## src/rtl/vga_out_pipe_if.sv

```systemverilog
// Signal bundle between the video sources (vga_sync, graphics) and the registered output stage.
// The master side drives pixel/sync/colour/mode requests; the slave side returns pin-level video.
interface vga_out_pipe_if #(
  parameter int unsigned RGB_W  = 3,
  parameter int unsigned FCNT_W = 8
) ();
  logic              p_tick;
  logic              video_on_in;
  logic              hsync_in;
  logic              vsync_in;
  logic [9:0]        pixel_x;
  logic [9:0]        pixel_y;
  logic [RGB_W-1:0]  graph_rgb;
  logic [RGB_W-1:0]  bg_rgb;
  logic [1:0]        mode_req;
  logic              mode_load;

  logic              hsync;
  logic              vsync;
  logic              video_on;
  logic [RGB_W-1:0]  rgb;
  logic [1:0]        mode_active;
  logic              mode_pending;
  logic [FCNT_W-1:0] frame_cnt;

  modport master (
    output p_tick, video_on_in, hsync_in, vsync_in, pixel_x, pixel_y,
    output graph_rgb, bg_rgb, mode_req, mode_load,
    input  hsync, vsync, video_on, rgb, mode_active, mode_pending, frame_cnt
  );

  modport slave (
    input  p_tick, video_on_in, hsync_in, vsync_in, pixel_x, pixel_y,
    input  graph_rgb, bg_rgb, mode_req, mode_load,
    output hsync, vsync, video_on, rgb, mode_active, mode_pending, frame_cnt
  );
endinterface

```

## src/rtl/vga_out_pipe.sv

```systemverilog
// Registered VGA output stage: sync, blanking and colour travel through one p_tick-advanced
// pipeline so they stay aligned; source mode switches only at the frame origin.
module vga_out_pipe #(
  parameter int unsigned RGB_W     = 3,
  parameter int unsigned PIXEL_LAT = 2,
  parameter int unsigned FCNT_W    = 8
) (
  input  logic           clk,
  input  logic           rst,
  vga_out_pipe_if.slave  bus
);
  localparam int unsigned C = RGB_W / 3;

  if ((RGB_W % 3) != 0 || RGB_W == 0 || PIXEL_LAT < 1 || PIXEL_LAT > 8) begin : g_bad_param
    $error("vga_out_pipe: illegal RGB_W or PIXEL_LAT");
  end

  logic [PIXEL_LAT-1:0] hs_q;
  logic [PIXEL_LAT-1:0] vs_q;
  logic [PIXEL_LAT-1:0] von_q;
  logic [RGB_W-1:0]     rgb_q [PIXEL_LAT];

  logic [1:0]        mode_active_q, mode_active_d;
  logic [1:0]        pend_q, pend_d;
  logic              pend_v_q, pend_v_d;
  logic [FCNT_W-1:0] frame_cnt_q, frame_cnt_d;

  logic              frame_bnd;
  logic [2:0]        bar;
  logic [RGB_W-1:0]  colour_sel;

  assign frame_bnd = bus.p_tick && (bus.pixel_x == 10'd0) && (bus.pixel_y == 10'd0);

  // Blanking wins over every mode, so nothing leaks outside the active area.
  always_comb begin
    bar        = bus.pixel_x[8:6];
    colour_sel = '0;
    if (bus.video_on_in) begin
      case (mode_active_q)
        2'd0:    colour_sel = bus.graph_rgb;
        2'd1:    colour_sel = {{C{bar[2]}}, {C{bar[1]}}, {C{bar[0]}}};
        2'd2:    colour_sel = bus.bg_rgb;
        default: colour_sel = '0;
      endcase
    end
  end

  always_ff @(posedge clk) begin
    if (rst) begin
      hs_q  <= '0;
      vs_q  <= '0;
      von_q <= '0;
      for (int unsigned k = 0; k < PIXEL_LAT; k++) begin
        rgb_q[k] <= '0;
      end
    end else if (bus.p_tick) begin
      hs_q[0]  <= bus.hsync_in;
      vs_q[0]  <= bus.vsync_in;
      von_q[0] <= bus.video_on_in;
      rgb_q[0] <= colour_sel;
      for (int unsigned k = 1; k < PIXEL_LAT; k++) begin
        hs_q[k]  <= hs_q[k-1];
        vs_q[k]  <= vs_q[k-1];
        von_q[k] <= von_q[k-1];
        rgb_q[k] <= rgb_q[k-1];
      end
    end
  end

  // A load on the boundary edge applies the older pending value and queues the new one.
  always_comb begin
    mode_active_d = mode_active_q;
    pend_d        = pend_q;
    pend_v_d      = pend_v_q;
    frame_cnt_d   = frame_cnt_q;
    if (frame_bnd) begin
      frame_cnt_d = frame_cnt_q + FCNT_W'(1);
      if (pend_v_q) begin
        mode_active_d = pend_q;
        pend_v_d      = 1'b0;
      end
    end
    if (bus.mode_load) begin
      pend_d   = bus.mode_req;
      pend_v_d = 1'b1;
    end
  end

  always_ff @(posedge clk) begin
    if (rst) begin
      mode_active_q <= 2'd0;
      pend_q        <= 2'd0;
      pend_v_q      <= 1'b0;
      frame_cnt_q   <= '0;
    end else begin
      mode_active_q <= mode_active_d;
      pend_q        <= pend_d;
      pend_v_q      <= pend_v_d;
      frame_cnt_q   <= frame_cnt_d;
    end
  end

  assign bus.hsync        = hs_q[PIXEL_LAT-1];
  assign bus.vsync        = vs_q[PIXEL_LAT-1];
  assign bus.video_on     = von_q[PIXEL_LAT-1];
  assign bus.rgb          = rgb_q[PIXEL_LAT-1];
  assign bus.mode_active  = mode_active_q;
  assign bus.mode_pending = pend_v_q;
  assign bus.frame_cnt    = frame_cnt_q;
endmodule

```

## src/flat_wrapper.sv

```systemverilog
// flat-port wrapper written by rule: the top's interface ports become plain ports
module vga_out_pipe_flat 
#(
  parameter int unsigned RGB_W     = 3,
  parameter int unsigned PIXEL_LAT = 2,
  parameter int unsigned FCNT_W    = 8
)
  (clk, rst, bus_p_tick, bus_video_on_in, bus_hsync_in, bus_vsync_in, bus_pixel_x, bus_pixel_y, bus_graph_rgb, bus_bg_rgb, bus_mode_req, bus_mode_load, bus_hsync, bus_vsync, bus_video_on, bus_rgb, bus_mode_active, bus_mode_pending, bus_frame_cnt);
  vga_out_pipe_if #(.RGB_W(RGB_W), .FCNT_W(FCNT_W)) bus_i ();
  input  logic clk;
  input  logic rst;
  input wire logic [$bits(bus_i.p_tick)-1:0] bus_p_tick;
  input wire logic [$bits(bus_i.video_on_in)-1:0] bus_video_on_in;
  input wire logic [$bits(bus_i.hsync_in)-1:0] bus_hsync_in;
  input wire logic [$bits(bus_i.vsync_in)-1:0] bus_vsync_in;
  input wire logic [$bits(bus_i.pixel_x)-1:0] bus_pixel_x;
  input wire logic [$bits(bus_i.pixel_y)-1:0] bus_pixel_y;
  input wire logic [$bits(bus_i.graph_rgb)-1:0] bus_graph_rgb;
  input wire logic [$bits(bus_i.bg_rgb)-1:0] bus_bg_rgb;
  input wire logic [$bits(bus_i.mode_req)-1:0] bus_mode_req;
  input wire logic [$bits(bus_i.mode_load)-1:0] bus_mode_load;
  output wire logic [$bits(bus_i.hsync)-1:0] bus_hsync;
  output wire logic [$bits(bus_i.vsync)-1:0] bus_vsync;
  output wire logic [$bits(bus_i.video_on)-1:0] bus_video_on;
  output wire logic [$bits(bus_i.rgb)-1:0] bus_rgb;
  output wire logic [$bits(bus_i.mode_active)-1:0] bus_mode_active;
  output wire logic [$bits(bus_i.mode_pending)-1:0] bus_mode_pending;
  output wire logic [$bits(bus_i.frame_cnt)-1:0] bus_frame_cnt;
  assign bus_i.p_tick = bus_p_tick;
  assign bus_i.video_on_in = bus_video_on_in;
  assign bus_i.hsync_in = bus_hsync_in;
  assign bus_i.vsync_in = bus_vsync_in;
  assign bus_i.pixel_x = bus_pixel_x;
  assign bus_i.pixel_y = bus_pixel_y;
  assign bus_i.graph_rgb = bus_graph_rgb;
  assign bus_i.bg_rgb = bus_bg_rgb;
  assign bus_i.mode_req = bus_mode_req;
  assign bus_i.mode_load = bus_mode_load;
  assign bus_hsync = bus_i.hsync;
  assign bus_vsync = bus_i.vsync;
  assign bus_video_on = bus_i.video_on;
  assign bus_rgb = bus_i.rgb;
  assign bus_mode_active = bus_i.mode_active;
  assign bus_mode_pending = bus_i.mode_pending;
  assign bus_frame_cnt = bus_i.frame_cnt;
  vga_out_pipe #(.RGB_W(RGB_W), .PIXEL_LAT(PIXEL_LAT), .FCNT_W(FCNT_W)) u_core (.clk(clk), .rst(rst), .bus(bus_i));
endmodule
```

## config.mk

```make
export PLATFORM = sky130hd
export DESIGN_NAME = vga_out_pipe_flat
export DESIGN_NICKNAME = d
export VERILOG_FILES = /design/src/rtl/vga_out_pipe_if.sv /design/src/rtl/vga_out_pipe.sv /design/src/flat_wrapper.sv
export SDC_FILE = /design/constraint.sdc
export NUM_CORES = 1
export LEC_CHECK = 0
export ABC_AREA = 1
export CAP_MARGIN = 10
export CORE_UTILIZATION = 38
export CTS_CLUSTER_DIAMETER = 120
export DETAILED_ROUTE_END_ITERATION = 12
export PLACE_DENSITY = 0.75
export SYNTH_ARGS = -nofsm -noshare
export SYNTH_HDL_FRONTEND = slang
export SYNTH_SLANG_ARGS = --single-unit
```

## constraint.sdc

```tcl
create_clock -name clk -period 1.1 [get_ports clk]
set_clock_uncertainty 0.15 [all_clocks]
set_input_delay 0.11 -clock clk [delete_from_list [all_inputs] [get_ports clk]]
set_output_delay 0.11 -clock clk [all_outputs]
set_load 0.05 [all_outputs]
```

==> flow_summary.yaml, run 1 <==
synthesis:
  synth_ff_type: "dfxtp_1"
  yosysSeqAreaShare_pct: 43.9
  syn_area_um2: 1280
  synthCells: 178
  synthArstFlopShare_pct: 0
  yosys_warnings: 0
  synthesis.nets: 214
  syn_avg_cell_area_um2: 7.17
  synth.distinct_cells: 22
  synth_edf_count: 6
  ys_seq_elements: 25
placed_design:
  place_congestion: 0.861
  io_buffers: 51
  dp.cells: 283
  dpl-instance-area_um2: 2170
  place_hpwl_um: 2480
drt:
  vias: 1438
  post_drt_wl_per_cell_um: 13.4
  drtPass1Iterations: 4
  drt_iter0_markers: 38
  postRouteAntennaNets: 0
  wirelength_um: 3990
  viasPerCell: 4.81
  drc: 0
power:
  power_frac_clock_pct: 25.4
  vdd_ir_drop_max_mv: 0.426
  powerDensity_nw_per_um2: 723
  switchingPower_mw: 0.493
  power_frac_comb_pct: 19.7
  finalPower_mw: 1.76
  seq_power_share_pct: 54.9
  p_leak_nw: 1.09
  intPower_mw: 1.27
  swShare_pct: 28.0
timing:
  period_share_pct: 125
  setup_viol: 27
  final_max_slew_viol_count: 0
  hold-worst-slack_ns: 0.0806
  rsz0062_at_grt: "yes"
  max_slew_margin_pct: 83.4
  tightest_slew_ns: 0.249
  fin_ws_ns: -0.276
  fin_crit_ns: 1.38
  hold_violations: 0
  fmax_ghz: 0.727
worst_setup_path:
  rr_startpoint: "u_core.bus.frame_cnt[0]"
  start_kind: "flop"
  startpoint: "u_core.bus.frame_cnt[0]"
  reg2regPathDepth: 8
  crit_type: "reg2reg"
  cp_data_arrival_time_ns: 1.48
  end_kind: "flop"
  required_ns: 1.21
  worstPathMaxFanout: 4
clocking:
  cts_num_sinks: 25
  cts_tree: "built"
  hold_buffers: 0
  cts_max_path_buffers: 2
  root_buffer: "clkbuf_4"
  clkLatencyLatePin_ns: 0.35
  cts_buffers: 3
  h-tree-depth: 1
  clk_pin_slew_ns: 0.14
die:
  die_w_um: 60.0
  ios: 52
  initial_core_util_pct: 40.8
  die_h_um: 60.0
  core_area_um2: 3130
  dieArea_um2: 3590
  num_rows: 20
global_route:
  antenna_found_initial: 0
  grt_first_pass_wirelength_um: 5820
  grt_max_degree: 15
  grt_pass1_vias: 1398
  grt_use_total_pct: 21.9
  overflow: 0
job:
  maxCapViolations: 0
worst_hold_path:
  holdPathStages: 5
  hold_start: "bus_pixel_x[7]"
  hold_path_class: "in2reg"
final_layout:
  final_cell_mix: "38 x nor2_1, 26 x nand2_1, 20 x inv_1"
  num_antenna_cells: 0
  instances_no_fill: 299
  drive_gt1_share_pct: 41.6
  fin_util_pct: 78.0
  area_growth_pct: 91.3
  final_area_um2: 2440
  fin_nets: 292
  final_common_cell: "nor2_1"
status:
  status: "finished, violations left"
  violations: "setup timing"
-- state kept, by name (all words and copies together), names as in the netlist --
register                 cells
u_core.bus.frame_cnt         8
u_core.rgb_q                 6
u_core.bus.mode_active       2
u_core.hs_q                  2
u_core.pend_q                2
u_core.von_q                 2
u_core.vs_q                  2
u_core.bus.mode_pending      1
-- metrics by stage --
step	worst slack [ns]	TNS, ns
6_report	-0.276	-2.84
5_1_grt	-0.326	-3.93
3_5_place_dp	-0.541	-10.27
4_1_cts	-0.226	-1.83
2_1_floorplan	-0.235	-0.575
3_3_place_gp	-0.473	-9.65
-- timing repair --
action,CTS,global route
setup endpoints to repair,30,31
pin swaps,31,17
gates resized for setup,50,25
setup buffers,10,3
-- path summary, 6_finish.rpt --
path,to,slack (ns)
worst max-delay path,u_core.bus.frame_cnt[6],-0.28
worst min-delay path,u_core.rgb_q[0][1],0.08
worst max register to register,u_core.bus.frame_cnt[6],-0.28
worst min register to register,u_core.vs_q[1],0.33
-- metal layers --
| layer | global-route usage (%) | share of wire, % | up-vias |
|---|---|---|---|
| li1 | - | - | 711 |
| met1 | 23.5 | 38 | 667 |
| met2 | 41.6 | 55 | 47 |
| met3 | 2.60 | 3.1 | 13 |
| met4 | 11.3 | 3.6 | 0 |
| met5 | 0 | 0 | - |
-- power groups by stage --
stage                     clock network [mW]  registers [mW]  logic, mW
after floorplan                            0            1.00      0.111
after global placement                     0           0.988      0.340
after detailed placement                   0           0.990      0.347
after CTS                              0.423           0.968      0.331
after global routing                   0.488           0.972      0.376
final                                  0.447           0.969      0.348
-- kinds of logic (layout without fill, tap and decap cells) --
family          Yosys count  count (layout)  share of synthesized area (%)
compound gates           19              19                           7.74
simple gates            103             103                           37.5
buf+inv                  30             107                           9.80
flops                    25              25                           43.9
fa+ha+maj                 1               1                          0.980
-- Yosys cell counts (all sizes together), types with 4 or more instances --
master | n | area (um^2)
edfxtp | 6 | 180
nand3 | 16 | 85.1
a21oi | 7 | 35.0
inv | 26 | 97.6
dfxtp | 19 | 380
o21ai | 11 | 55.1
buf | 4 | 27.5
nand2 | 35 | 139
nor2 | 49 | 225
-- cell type report --
type | instances | area [um^2]
multi-input combinational | 123 | 756
fill | 213 | 687
sequential | 25 | 603
tap | 44 | 55.1
inverter | 26 | 103
clock buffer | 3 | 22.5
timing repair buffer | 77 | 897
clock inverter | 1 | 5.00
-- worst max-delay path, cell delays in order (launching register included) --
cell,delay [ns]
dfxtp_4,0.40
ha_4,0.15
nand2_4,0.06
nor2_4,0.12
inv_2,0.06
nor2_4,0.14
nand3_2,0.08
nand2_1,0.08
nor2_1,0.04
(Power assumes the default switching activity.)
==> run 2: changes to the inputs <==
--- a/config.mk
+++ b/config.mk
@@ -7,10 +7,13 @@
 export LEC_CHECK = 0
 export ABC_AREA = 1
 export CAP_MARGIN = 10
+export CORE_MARGIN = 3
 export CORE_UTILIZATION = 38
 export CTS_CLUSTER_DIAMETER = 120
 export DETAILED_ROUTE_END_ITERATION = 12
+export MAX_ROUTING_LAYER = met4
 export PLACE_DENSITY = 0.75
+export SKIP_CTS_REPAIR_TIMING = 1
 export SYNTH_ARGS = -nofsm -noshare
 export SYNTH_HDL_FRONTEND = slang
 export SYNTH_SLANG_ARGS = --single-unit
==> run 2 against run 1 <==
Compared with the run above:
- the run still ends with setup timing left
- global-route usage is 7.0 points lower
- register-to-register slack better by 0.12 ns
- critical endpoint is now bus_frame_cnt[1]
- sequential share of layout area is 0.090 points lower
- critical path type is now reg2out
- critical path depth is 5 lower
- worst setup slack better by 0.062 ns
- maximum frequency is 4.7% higher
==> flow_summary.yaml, run 2 (synthesized netlist as in run 1, its figures left out) <==
status:
  status: "finished, violations left"
  violations: "setup timing"
worst_setup_path:
  required_ns: 0.84
  crit_top_cell: "buf_6"
  reg2regPathDepth: 8
  r2r_setup_slack_ns: -0.16
  rr_startpoint: "u_core.bus.frame_cnt[0]"
  worstPathMaxFanout: 2
  cp_data_arrival_time_ns: 1.05
  r2r-end: "u_core.bus.frame_cnt[6]"
  start_kind: "flop"
  cp_slowest_stage_delay_ns: 0.38
  crit_type: "reg2out"
  crit_path_cell_trace: "buf_6, buf_6, buf_12"
  end_kind: "output pin"
  cp_slowest_cell: "dfxtp_4"
final_layout:
  instances_no_fill: 297
  drive_gt1_share_pct: 39.9
  final_cell_mix: "39 x nor2_1, 26 x nand2_1, 21 x dlymetal6s2s_1"
  final.fill_count: 200
  final_common_cell: "nor2_1"
  largest_register_ff_count: 8
  area_growth_pct: 91.2
  fin_nets: 290
  num_antenna_cells: 0
  fin_util_pct: 78.0
timing:
  final_max_slew_viol_count: 0
  fin_crit_ns: 1.31
  max_slew_margin_pct: 86.6
  tightest_slew_ns: 0.201
  rsz0062_at_grt: "yes"
  setup_tns_ns: -2.03
  hold-worst-slack_ns: 0.0754
  setup_viol: 22
  fmax_ghz: 0.761
  hold_violations: 0
  period_share_pct: 119
  fin_ws_ns: -0.214
power:
  power_frac_clock_pct: 23.8
  powerDensity_nw_per_um2: 709
  p_leak_nw: 1.21
  power_frac_comb_pct: 20.2
  intPower_mw: 1.28
  seq_power_share_pct: 56.0
  switchingPower_mw: 0.450
  finalPower_mw: 1.73
  swShare_pct: 26.0
  vdd_ir_drop_max_mv: 0.425
clocking:
  cts_num_sinks: 25
  root_buffer: "clkbuf_4"
  h-tree-depth: 1
  cts_max_path_buffers: 2
  cts_tree: "built"
  cts_buffers: 3
  clk_pin_slew_ns: 0.14
  clkLatencyLatePin_ns: 0.32
job:
  maxCapViolations: 0
global_route:
  antenna_found_initial: 0
  grt_max_degree: 15
  grt_first_pass_wirelength_um: 4920
  overflow: 0
  grt_use_total_pct: 15.0
  grt_pass1_vias: 1225
die:
  initial_core_util_pct: 40.8
  ios: 52
  num_rows: 20
  dieArea_um2: 4090
  core_area_um2: 3130
  die_h_um: 64.0
  die_w_um: 64.0
drt:
  drt_iter0_markers: 42
  wirelength_um: 3410
  post_drt_wl_per_cell_um: 11.5
  postRouteAntennaNets: 0
  drtPass1Iterations: 4
  vias: 1380
  drc: 0
  viasPerCell: 4.65
placed_design:
  io_buffers: 51
  place_congestion: 0.846
  place_hpwl_um: 2410
  dp.cells: 286
worst_hold_path:
  hold_start: "bus_pixel_x[8]"
  hold_path_end: "u_core.rgb_q[0][2]"
  hold_path_class: "in2reg"
  holdPathStages: 5
-- run 2: stage by stage --
stage	setup slack [ns]	instance area, um^2
2_1_floorplan	-0.235	1340
5_1_grt	-0.302	2440
4_1_cts	-0.258	2210
3_3_place_gp	-0.473	2180
6_report	-0.214	2440
3_5_place_dp	-0.485	2180
-- run 2: area by class of cell --
| class | count | area (um^2) | share of cell area, % |
|---|---|---|---|
| clock buffers | 3 | 22.5 | 0.923 |
| clock inverters | 1 | 5.00 | 0.205 |
| inverters | 26 | 103 | 4.21 |
| multi-input cells | 123 | 714 | 29.3 |
| flip-flops and latches | 25 | 601 | 24.6 |
| well taps | 44 | 55.1 | 2.26 |
| repair buffers | 75 | 940 | 38.5 |
-- run 2: power groups by stage --
| stage | Combinational [mW] | Sequential (mW) | Clock [mW] |
|---|---|---|---|
| 5_1_grt | 0.375 | 0.973 | 0.461 |
| 4_1_cts | 0.346 | 0.969 | 0.417 |
| 2_1_floorplan | 0.111 | 1.00 | 0 |
| 3_5_place_dp | 0.344 | 0.989 | 0 |
| 6_report | 0.349 | 0.969 | 0.412 |
| 3_3_place_gp | 0.340 | 0.988 | 0 |
-- run 2: how the worst max path moves through the flow --
stage,startpoint,end,slack (ns),cells after the start
CTS,u_core.bus.frame_cnt[1],bus_frame_cnt[1],-0.26,3
detailed placement,bus_pixel_x[1],u_core.bus.frame_cnt[6],-0.48,9
global placement,bus_p_tick,u_core.bus.frame_cnt[6],-0.47,8
finish,u_core.bus.frame_cnt[1],bus_frame_cnt[1],-0.21,3
floorplan,u_core.bus.frame_cnt[1],u_core.bus.frame_cnt[6],-0.23,8
global route,u_core.bus.frame_cnt[0],u_core.bus.frame_cnt[6],-0.30,8
-- run 2: routing by layer --
layer / vias up / part of all wire (%) / track usage [%]
met1: 622 / 41 / 17.3
li1: 713 / - / -
met2: 39 / 53 / 27.2
met4: 0 / 1.7 / 4.85
met3: 6 / 3.6 / 1.05
met5: - / 0 / -
-- run 2: worst max-delay path: cells and delay by family (launching register included) --
family	cells	cell delay, ns
flip-flops	1	0.38
buffers and inverters	3	0.36
